--- src/rtl/sm_accum_sequencer_pkg.sv ---
// Shared types and default widths for the sign-magnitude accumulate sequencer.
package sm_accum_sequencer_pkg;

  localparam int unsigned DEF_DATA_W = 5;
  localparam int unsigned DEF_ACC_W  = 8;
  localparam int unsigned DEF_CNT_W  = 4;

  typedef enum logic [2:0] {
    ST_IDLE    = 3'd0,
    ST_WAIT_IN = 3'd1,
    ST_CONV    = 3'd2,
    ST_ACCUM   = 3'd3,
    ST_DONE    = 3'd4
  } state_e;

endpackage

--- src/rtl/sm_accum_sequencer_if.sv ---
// Operand/result handshake bundle for sm_accum_sequencer.
//  master: operand producer + result consumer; slave: the sequencer.
interface sm_accum_sequencer_if
  import sm_accum_sequencer_pkg::*;
#(
  parameter int unsigned DATA_W = DEF_DATA_W,
  parameter int unsigned ACC_W  = DEF_ACC_W,
  parameter int unsigned CNT_W  = DEF_CNT_W
);
  logic              start;
  logic [CNT_W-1:0]  num_ops;
  logic              in_valid;
  logic [DATA_W-1:0] in_data;
  logic              in_ready;
  logic              busy;
  logic              out_valid;
  logic              out_ready;
  logic [ACC_W-1:0]  acc_out;
  logic              overflow;
  logic [CNT_W-1:0]  op_count;

  modport master (
    output start, num_ops, in_valid, in_data, out_ready,
    input  in_ready, busy, out_valid, acc_out, overflow, op_count
  );

  modport slave (
    input  start, num_ops, in_valid, in_data, out_ready,
    output in_ready, busy, out_valid, acc_out, overflow, op_count
  );
endinterface

--- src/rtl/sm_to_twos.sv ---
// Combinational sign-magnitude to two's-complement converter.
//  sm_i   : sign-magnitude operand (MSB = sign)
//  twos_c : two's-complement value; negative zero maps to 0
module sm_to_twos #(
  parameter int unsigned DATA_W = 5
) (
  input  logic [DATA_W-1:0] sm_i,
  output logic [DATA_W-1:0] twos_c
);
  logic              sign;
  logic [DATA_W-2:0] mag;

  always_comb begin
    sign = sm_i[DATA_W-1];
    mag  = sm_i[DATA_W-2:0];
    // Negation as invert-plus-one; -0 wraps to 0 naturally.
    if (sign) twos_c = {1'b1, ~mag} + DATA_W'(1);
    else      twos_c = {1'b0, mag};
  end
endmodule

--- src/rtl/sm_accum_sequencer.sv ---
// Burst sequencer: accepts num_ops sign-magnitude operands, converts each to
// two's complement and accumulates them, then presents the sum with a sticky
// signed-overflow flag.
//  clk, rst_n : clock, async active-low reset
//  bus        : slave side of sm_accum_sequencer_if (start/num_ops, operand
//               valid/ready, result valid/ready, acc_out/overflow/op_count, busy)
module sm_accum_sequencer
  import sm_accum_sequencer_pkg::*;
#(
  parameter int unsigned DATA_W = DEF_DATA_W,
  parameter int unsigned ACC_W  = DEF_ACC_W,
  parameter int unsigned CNT_W  = DEF_CNT_W
) (
  input logic                 clk,
  input logic                 rst_n,
  sm_accum_sequencer_if.slave bus
);
  state_e            state_q, state_d;
  logic [DATA_W-1:0] operand_q, operand_d;
  logic [DATA_W-1:0] conv_q, conv_d, conv_c;
  logic [CNT_W-1:0]  remaining_q, remaining_d;
  logic [CNT_W-1:0]  op_count_q, op_count_d;
  logic [ACC_W-1:0]  acc_q, acc_d;
  logic [ACC_W-1:0]  value_ext_c, sum_c;
  logic              overflow_q, overflow_d;
  logic              in_ready_q, in_ready_d;
  logic              busy_q, busy_d;
  logic              out_valid_q, out_valid_d;

  sm_to_twos #(.DATA_W(DATA_W)) u_sm_to_twos (
    .sm_i   (operand_q),
    .twos_c (conv_c)
  );

  // Sign-extended converted operand and the wrapping sum.
  always_comb begin
    value_ext_c = ACC_W'($signed(conv_q));
    sum_c       = acc_q + value_ext_c;
  end

  // Next-state and datapath updates; status outputs are decoded from the
  // next state so they come straight out of flops.
  always_comb begin
    state_d     = state_q;
    operand_d   = operand_q;
    conv_d      = conv_q;
    remaining_d = remaining_q;
    op_count_d  = op_count_q;
    acc_d       = acc_q;
    overflow_d  = overflow_q;

    case (state_q)
      ST_IDLE: begin
        if (bus.start) begin
          remaining_d = bus.num_ops;
          acc_d       = '0;
          overflow_d  = 1'b0;
          op_count_d  = '0;
          state_d     = (bus.num_ops == '0) ? ST_DONE : ST_WAIT_IN;
        end
      end
      ST_WAIT_IN: begin
        if (bus.in_valid && in_ready_q) begin
          operand_d = bus.in_data;
          state_d   = ST_CONV;
        end
      end
      ST_CONV: begin
        conv_d  = conv_c;
        state_d = ST_ACCUM;
      end
      ST_ACCUM: begin
        acc_d       = sum_c;
        // Like-signed addends producing an opposite-signed sum.
        overflow_d  = overflow_q |
                      ((acc_q[ACC_W-1] == value_ext_c[ACC_W-1]) &&
                       (sum_c[ACC_W-1] != acc_q[ACC_W-1]));
        op_count_d  = op_count_q + CNT_W'(1);
        remaining_d = remaining_q - CNT_W'(1);
        state_d     = (remaining_q == CNT_W'(1)) ? ST_DONE : ST_WAIT_IN;
      end
      ST_DONE: begin
        if (bus.out_ready) state_d = ST_IDLE;
      end
      default: state_d = ST_IDLE;
    endcase

    in_ready_d  = (state_d == ST_WAIT_IN);
    busy_d      = (state_d != ST_IDLE);
    out_valid_d = (state_d == ST_DONE);
  end

  always_ff @(posedge clk or negedge rst_n) begin
    if (!rst_n) begin
      state_q     <= ST_IDLE;
      operand_q   <= '0;
      conv_q      <= '0;
      remaining_q <= '0;
      op_count_q  <= '0;
      acc_q       <= '0;
      overflow_q  <= 1'b0;
      in_ready_q  <= 1'b0;
      busy_q      <= 1'b0;
      out_valid_q <= 1'b0;
    end else begin
      state_q     <= state_d;
      operand_q   <= operand_d;
      conv_q      <= conv_d;
      remaining_q <= remaining_d;
      op_count_q  <= op_count_d;
      acc_q       <= acc_d;
      overflow_q  <= overflow_d;
      in_ready_q  <= in_ready_d;
      busy_q      <= busy_d;
      out_valid_q <= out_valid_d;
    end
  end

  assign bus.in_ready  = in_ready_q;
  assign bus.busy      = busy_q;
  assign bus.out_valid = out_valid_q;
  assign bus.acc_out   = acc_q;
  assign bus.overflow  = overflow_q;
  assign bus.op_count  = op_count_q;
endmodule

--- src/flat_wrapper.sv ---
// flat-port wrapper written by rule: the top's interface ports become plain ports
module sm_accum_sequencer_flat import sm_accum_sequencer_pkg::*;
#(
  parameter int unsigned DATA_W = DEF_DATA_W,
  parameter int unsigned ACC_W  = DEF_ACC_W,
  parameter int unsigned CNT_W  = DEF_CNT_W
)
  (clk, rst_n, bus_start, bus_num_ops, bus_in_valid, bus_in_data, bus_out_ready, bus_in_ready, bus_busy, bus_out_valid, bus_acc_out, bus_overflow, bus_op_count);
  sm_accum_sequencer_if #(.DATA_W(DATA_W), .ACC_W(ACC_W), .CNT_W(CNT_W)) bus_i ();
  input logic clk;
  input logic rst_n;
  input wire logic [$bits(bus_i.start)-1:0] bus_start;
  input wire logic [$bits(bus_i.num_ops)-1:0] bus_num_ops;
  input wire logic [$bits(bus_i.in_valid)-1:0] bus_in_valid;
  input wire logic [$bits(bus_i.in_data)-1:0] bus_in_data;
  input wire logic [$bits(bus_i.out_ready)-1:0] bus_out_ready;
  output wire logic [$bits(bus_i.in_ready)-1:0] bus_in_ready;
  output wire logic [$bits(bus_i.busy)-1:0] bus_busy;
  output wire logic [$bits(bus_i.out_valid)-1:0] bus_out_valid;
  output wire logic [$bits(bus_i.acc_out)-1:0] bus_acc_out;
  output wire logic [$bits(bus_i.overflow)-1:0] bus_overflow;
  output wire logic [$bits(bus_i.op_count)-1:0] bus_op_count;
  assign bus_i.start = bus_start;
  assign bus_i.num_ops = bus_num_ops;
  assign bus_i.in_valid = bus_in_valid;
  assign bus_i.in_data = bus_in_data;
  assign bus_i.out_ready = bus_out_ready;
  assign bus_in_ready = bus_i.in_ready;
  assign bus_busy = bus_i.busy;
  assign bus_out_valid = bus_i.out_valid;
  assign bus_acc_out = bus_i.acc_out;
  assign bus_overflow = bus_i.overflow;
  assign bus_op_count = bus_i.op_count;
  sm_accum_sequencer #(.DATA_W(DATA_W), .ACC_W(ACC_W), .CNT_W(CNT_W)) u_core (.clk(clk), .rst_n(rst_n), .bus(bus_i));
endmodule
--- config.mk ---
export PLATFORM = sky130hd
export DESIGN_NAME = sm_accum_sequencer_flat
export DESIGN_NICKNAME = d
export VERILOG_FILES = /design/src/rtl/sm_accum_sequencer_pkg.sv /design/src/rtl/sm_accum_sequencer_if.sv /design/src/rtl/sm_to_twos.sv /design/src/rtl/sm_accum_sequencer.sv /design/src/flat_wrapper.sv
export SDC_FILE = /design/constraint.sdc
export NUM_CORES = 1
export LEC_CHECK = 0
export ABC_CLOCK_PERIOD_IN_PS = 5630
export CORE_UTILIZATION = 50
export DETAILED_ROUTE_END_ITERATION = 10
export DONT_BUFFER_PORTS = 1
export PLACE_DENSITY_LB_ADDON = 0.05
export SLEW_MARGIN = 20
export SYNTH_ARGS = -nofsm -noshare
export SYNTH_HDL_FRONTEND = slang
export SYNTH_SLANG_ARGS = --single-unit
--- constraint.sdc ---
create_clock -name clk -period 5.63 [get_ports clk]
set_clock_uncertainty 0.15 [all_clocks]
set_input_delay 1.126 -clock clk [delete_from_list [all_inputs] [get_ports clk]]
set_output_delay 1.126 -clock clk [all_outputs]
set_load 0.02 [all_outputs]
* After elaboration in Yosys (flattened, before gate mapping)
Index checks and enable logic that the tools add are counted.
** Operators by class
- Reductions and logical operators :: 8
- Muxes and demuxes :: 15
- Equal/unequal tests :: 10
- Bitwise logic cells :: 2
- Add/sub/neg operators :: 4
** Operator list (count)
- $pmux 4 s2 :: 2
- $pmux 8 s2 :: 1
- $mux 3 :: 5
- $pmux 3 s5 :: 1
- $add 8x8->8 :: 1
- $mux 4 :: 2
- $mux 8 :: 1
- $eq 3x1->1 const B :: 2
- $eq 3x2->1 const B :: 2
- $eq 3x3->1 const B :: 2
- $add 5x1->5 const B :: 1
- $mux 5 :: 1
- $add 4x1->4 const B :: 1
- $eq 4x1->1 const B :: 1
- $logic_not 4->1 :: 1
- $not 4->4 :: 1
- $reduce_and 2->1 :: 2
- $sub 4x1->4 const B :: 1
- $logic_not 3->1 :: 1
- $reduce_bool 3->1 :: 1
- $logic_and 1x1->1 :: 2
- $ne 2x2->1 const B :: 1
- $pmux 1 s2 :: 1
- $reduce_bool 2->1 :: 1
- 4 further kinds :: 4
** Storage, ports and cells
- Flip-flop bits (word level) :: 33
- Output and inout bits :: 16
- Bits of input ports :: 14
- Word-level logic and storage cells :: 49

* Depth between registers and ports, before layout
- Depth after elaboration :: 5
- Mapped depth :: 8
- Gate-level depth less buffers :: 7

* Modules after synthesis
From an unflattened synthesis, not the netlist that was laid out.
** Unflattened totals
- Cells, all modules :: 170
- Area total of the unflattened synthesis :: 1814.2 um^2
** By module, submodules not included
- sm_accum_sequencer :: area an instance 1730.4 um^2, times used 1, cells an instance 158, seq. area each 825.8 um^2
- sm_to_twos :: area an instance 83.8 um^2, times used 1, cells an instance 12, seq. area each 0.0 um^2

* Least setup slack after synthesis
Ideal clock, no wire load.
- Kind :: input to register
- Start :: in bus_num_ops[1]
- End :: reg u_core.in_ready_q (netlist: u_core.bus.in_ready)
- Data arrival time :: 2055 ps
- Setup slack :: 3296 ps
- Path buffers :: 0
- Setup time :: 130 ps
- Stages on the path :: 5
- Required time :: 5350 ps
- Cells stage by stage :: nor4_1 > nand2_1 > mux2_2 > o32ai_2 > nor3_1
** On the way
- Word-level cells in the longest chain between the ends :: 5
** Ends and longest elaborated chain
- start, declared :: RTL line flat_wrapper.sv:13 : input wire logic [$bits(bus_i.num_ops)-1:0] bus_num_ops;
- $logic_not 4->1 :: RTL line sm_accum_sequencer.sv:59 : state_d = (bus.num_ops == '0) ? ST_DONE : ST_WAIT_IN;
- $mux 3 :: RTL line sm_accum_sequencer.sv:59
- $mux 3 :: RTL line sm_accum_sequencer.sv:54 : if (bus.start) begin
- $pmux 3 s5 :: RTL line sm_accum_sequencer.sv:52 : case (state_q)
- via u_core.state_d[2] :: RTL line sm_accum_sequencer.sv:18 : state_e state_q, state_d;
- $eq 3x1->1 :: RTL line sm_accum_sequencer.sv:88 : in_ready_d = (state_d == ST_WAIT_IN);
- via u_core.in_ready_d :: RTL line sm_accum_sequencer.sv:26 : logic in_ready_q, in_ready_d;
- end signal, assigned :: RTL line sm_accum_sequencer.sv:113 : in_ready_q <= in_ready_d;
- end, declared :: RTL line sm_accum_sequencer.sv:26
The timed path passes the listed nets, and every way through them passes these cells.
A chain may end at the register's enable or synchronous reset.

* Worst setup path after layout
- Start :: reg u_core.acc_q[0] (netlist: u_core.bus.acc_out[0])
- End :: reg u_core.acc_q[6] (netlist: u_core.bus.acc_out[6])
** On the way
- Word-level cells in the longest chain between the ends :: 2
** Ends and longest elaborated chain
- start, declared :: RTL line sm_accum_sequencer.sv:23 : logic [ACC_W-1:0] acc_q, acc_d;
- start signal, assigned :: RTL line sm_accum_sequencer.sv:100 : acc_q <= '0;
- start signal, assigned :: RTL line sm_accum_sequencer.sv:111 : acc_q <= acc_d;
- $add 8x8->8 :: RTL line sm_accum_sequencer.sv:38 : sum_c = acc_q + value_ext_c;
- $pmux 8 s2 :: RTL line sm_accum_sequencer.sv:52
No other way between the ends.

==> Implementation_results.wiki <==
{| class="wikitable"
! Metric !! Value
|-
| Outcome || completed
|-
| Final setup TNS || 0 ns
|-
| Path type of the worst setup path || reg -> reg
|-
| Peak supply drop || 249 uV
|-
| Maximum fanout along the worst path || 3
|-
| Die width || 62.6 um
|-
| Required time worst endpoint || 5.71 ns
|-
| Leakage component of the power || 0.883 nW
|-
| Number of DRC violations after detailed routing || 0
|-
| CTS hold repair buffers || 0
|-
| Area taken by multi-input logic gates || 943 um^2
|-
| Post-DR vias/cell || 5.74
|-
| Data arrival, critical path || 2.43 ns
|-
| Antenna Nets Post-Route || 0
|-
| First-pass detailed-route iteration total || 4
|-
| Power density of the placed cells || 556 nW/um^2
|-
| Avg Synthesized Cell Area || between 10 and 15 um^2
|-
| Total core area || 3420 um^2
|-
| CTS HTree Levels || 2
|-
| Largest net degree at the start of global routing || 34
|-
| Proportion of register bits with asynchronous set or reset after synthesis || 100%
|-
| Period Utilization, post-route || about two fifths
|-
| Final number of setup-violating endpoints || 0
|-
| Share of the yosys chip area belonging to registers || between 40% and 50%
|-
| Slowest library cell on the worst path || dfrtp_1
|-
| Synth top area cells || dfrtp_1, ha_1, nand2_1, o21ai_1, a21oi_1
|-
| Worst relative slew slack || a little over three fifths
|-
| CTS Root Buffer Type || clkbuf_4
|-
| Global-route wire length before repair || 6140 um
|-
| Standard-cell row count || 21
|-
| CTS clk-pin slew, worst paths || approximately 0.10 ns
|-
| Setup slack of the most critical reg-to-reg path || around 3.3 ns
|-
| Portion of total power attributed to sequential cells || 42.7%
|-
| Post-synthesis instance total || between 150 and 200
|-
| Area share of the largest cell type after synthesis || 44.9%
|-
| Cell internal pwr || 0.000631 W
|-
| Psw || between 0.0004 and 0.0005 W
|-
| Total GRT Usage || 20.5%
|-
| Critical Path Max Stage Delay || 0.49 ns
|-
| Total I/O pin count || 30
|-
| Post-Syn Area || ~1800 um^2
|-
| Sw Share || a little over two fifths
|-
| Non-Filler Instances || 222
|-
| Final Hold Viols || 0
|-
| Initial standard-cell utilization of the core || 53.8%
|-
| CP Capture Type || flip-flop
|-
| # port buffers || 0
|-
| Maximum clock frequency || 0.427 GHz
|-
| Die outline height || 62.6 um
|-
| Post CTS Setup Buffer Count || 0
|-
| Clock sink count || 33
|-
| Critical path's most frequent cell || a21o_1
|-
| Antenna violations before repair || 0
|-
| Number of cells upsized or downsized after cts || 0
|-
| Clock group share of total power || 17.2%
|-
| Count of maximum capacitance violations || 0
|-
| Count of fill cells added during filler insertion || 310
|-
| Number of DRC violations after detailed-routing iteration 0 || 87
|-
| Worst hold-check path type || in -> async
|-
| Synth Net Count || 198
|-
| Num CTS Buffers || 5
|-
| Placer's final routability congestion estimate || 0.836
|-
| Clock network latency to the later pin of the worst-skew pair || 0.34 ns
|-
| Sequential cell area || a little over 800 um^2
|-
| Share of final-layout standard cells stronger than drive strength 1 || a little over an eighth
|-
| Most common cell after layout, fill and taps aside || dfrtp_1
|-
| Dominant delay contributor by cell family on the critical path || adder cells
|-
| Net total in the final layout || 201
|-
| Ordered list of cells on the worst path || ha_1 > fa_1 > a21o_1 > a21o_1 > a21oi_1 > mux2i_1 > nand3_1
|-
| Crit path buf inv count || 0
|-
| Aggregate global routing overflow || 0
|-
| Combinational cell fraction of total power || between 40% and 50%
|-
| Post-layout minimum cycle time || about 2.3 ns
|-
| Detailed-route wire length || about 3400 um
|-
| Number of enable-type register cells in the synthesized netlist || 0
|-
| Clock tree from TritonCTS || built
|-
| Category of the worst setup path launch point || flip-flop
|-
| Seq cells post-synth || 33
|-
| Number of cells in the design after placement || 214
|-
| Commonest cells after routing, fill and taps aside || dfrtp_1, nand2_1, ha_1
|-
| Synth Flop Type || dfrtp_1
|-
| Count of different cell masters after synthesis || 50
|-
| Die Area || 3920 um^2
|-
| Antenna diode count || 0
|-
| Synthesis-to-layout area growth || 6.06%
|-
| Setup repair after global routing missed its margin || no
|-
| Post-DP HPWL || 2570 um
|-
| WL/cell || 15.5 um
|-
| Number of global-route vias before repair || 1276
|-
| Final max-slew violation count || 0
|-
| Tightest Pin Transition || 0.562 ns
|-
| Longest Clk Path Bufs || 2
|-
| Count of yosys warnings during synthesis || 0
|-
| Via count || 1274
|-
| Most area-hungry cell type in the Yosys netlist || dfrtp_1
|}
[synth_stat cells, types with 2 or more instances]
cell type  instances
nor3b_1            3
nor2_2             2
a22o_1             3
nor2b_1            2
and3_1             2
nand3_1            7
a21oi_1            7
o21bai_1           2
buf_4              2
nor2_4             2
o21ai_1            8
xor2_1             3
a21o_1             3
xnor2_1            4
mux2_2             2
o21ai_0            6
inv_1              9
mux2_1             3
nand4_1            3
ha_1              11
nor3_1             2
mux2i_1            3
nand2_1           16
a221o_1            2
nor2_1             7
dfrtp_1           33
or3_1              2
[per-stage QoR]
| step | area [um^2] | total power (W) | hold WS [ns] | setup slack, ns | util (%) |
|---|---|---|---|---|---|
| after global placement | 1860 | 0.000883 | 0.359 | 3.20 | 54.6 |
| after CTS | 1950 | 0.00110 | 0.294 | 3.29 | 57.1 |
| after floorplan | 1840 | 0.000822 | 0.335 | 3.30 | - |
| after global routing | 1950 | 0.00118 | 0.273 | 3.22 | 57.1 |
| after detailed placement | 1860 | 0.000905 | 0.378 | 3.17 | 54.6 |
| final | 1950 | 0.00108 | 0.318 | 3.29 | 57.1 |
[final cells by class]
type / count / share of cell area (%)
Tap cell: 46 / 2.95
Clock buffer: 7 / 2.82
Inverter: 10 / 1.93
Sequential cell: 33 / 42.4
Multi-Input combinational cell: 125 / 48.4
Clock inverter: 1 / 1.54
[per-layer routing]
metal / part of all wire, % / track usage, % / up-vias
met5: 0 / 0 / -
met4: 1.7 / 9.59 / 0
met3: 6.1 / 6.57 / 7
met2: 47 / 32.5 / 31
met1: 45 / 25.4 / 610
li1: - / - / 626
[worst paths after layout]
kind                                               to  cells after the start             startpoint
worst max-delay path            u_core.bus.acc_out[6]                      7  u_core.bus.acc_out[0]
worst min-delay path            u_core.remaining_q[0]                      0                  rst_n
worst max register to register  u_core.bus.acc_out[6]                      7  u_core.bus.acc_out[0]
worst min register to register       u_core.conv_q[0]                      1       u_core.conv_q[0]
max in group asynchronous        u_core.bus.out_valid                      0                  rst_n
min in group clk                     u_core.conv_q[0]                      1       u_core.conv_q[0]
[power by group through the flow]
stage	sequential (W)	clock, W	combinational, W
2_1_floorplan	0.000432	0	0.000391
3_3_place_gp	0.000465	0	0.000418
3_5_place_dp	0.000469	0	0.000436
4_1_cts	0.000465	0.000193	0.000439
5_1_grt	0.000480	0.000206	0.000499
6_report	0.000464	0.000187	0.000434
[state kept, by name (all words and copies together), names as in the netlist]
name	count
u_core.bus.in_ready	1
u_core.bus.overflow	1
u_core.conv_q	5
u_core.remaining_q	4
u_core.bus.op_count	4
u_core.state_q	3
u_core.operand_q	5
u_core.bus.busy	1
u_core.bus.acc_out	8
u_core.bus.out_valid	1
[cell families (layout without fill, tap and decap cells)]
family          Yosys count  in the layout  synth area share, %
simple gates             57             57                 18.9
compound gates           41             41                 15.9
flops                    33             33                 44.9
buf+inv                  14             18                 3.74
fa+ha+maj                12             12                 8.58
mux                       8              8                 4.70
xor+xnor                  7              7                 3.34
[worst reg2reg max path: stages, from the launching register on]
cell and delay, ns:
dfrtp_1 0.49, ha_1 0.29, fa_1 0.42, a21o_1 0.18, a21o_1 0.20, a21oi_1 0.21, mux2i_1 0.21, nand3_1 0.08
No activity file was read; power rests on OpenSTA's default activity.
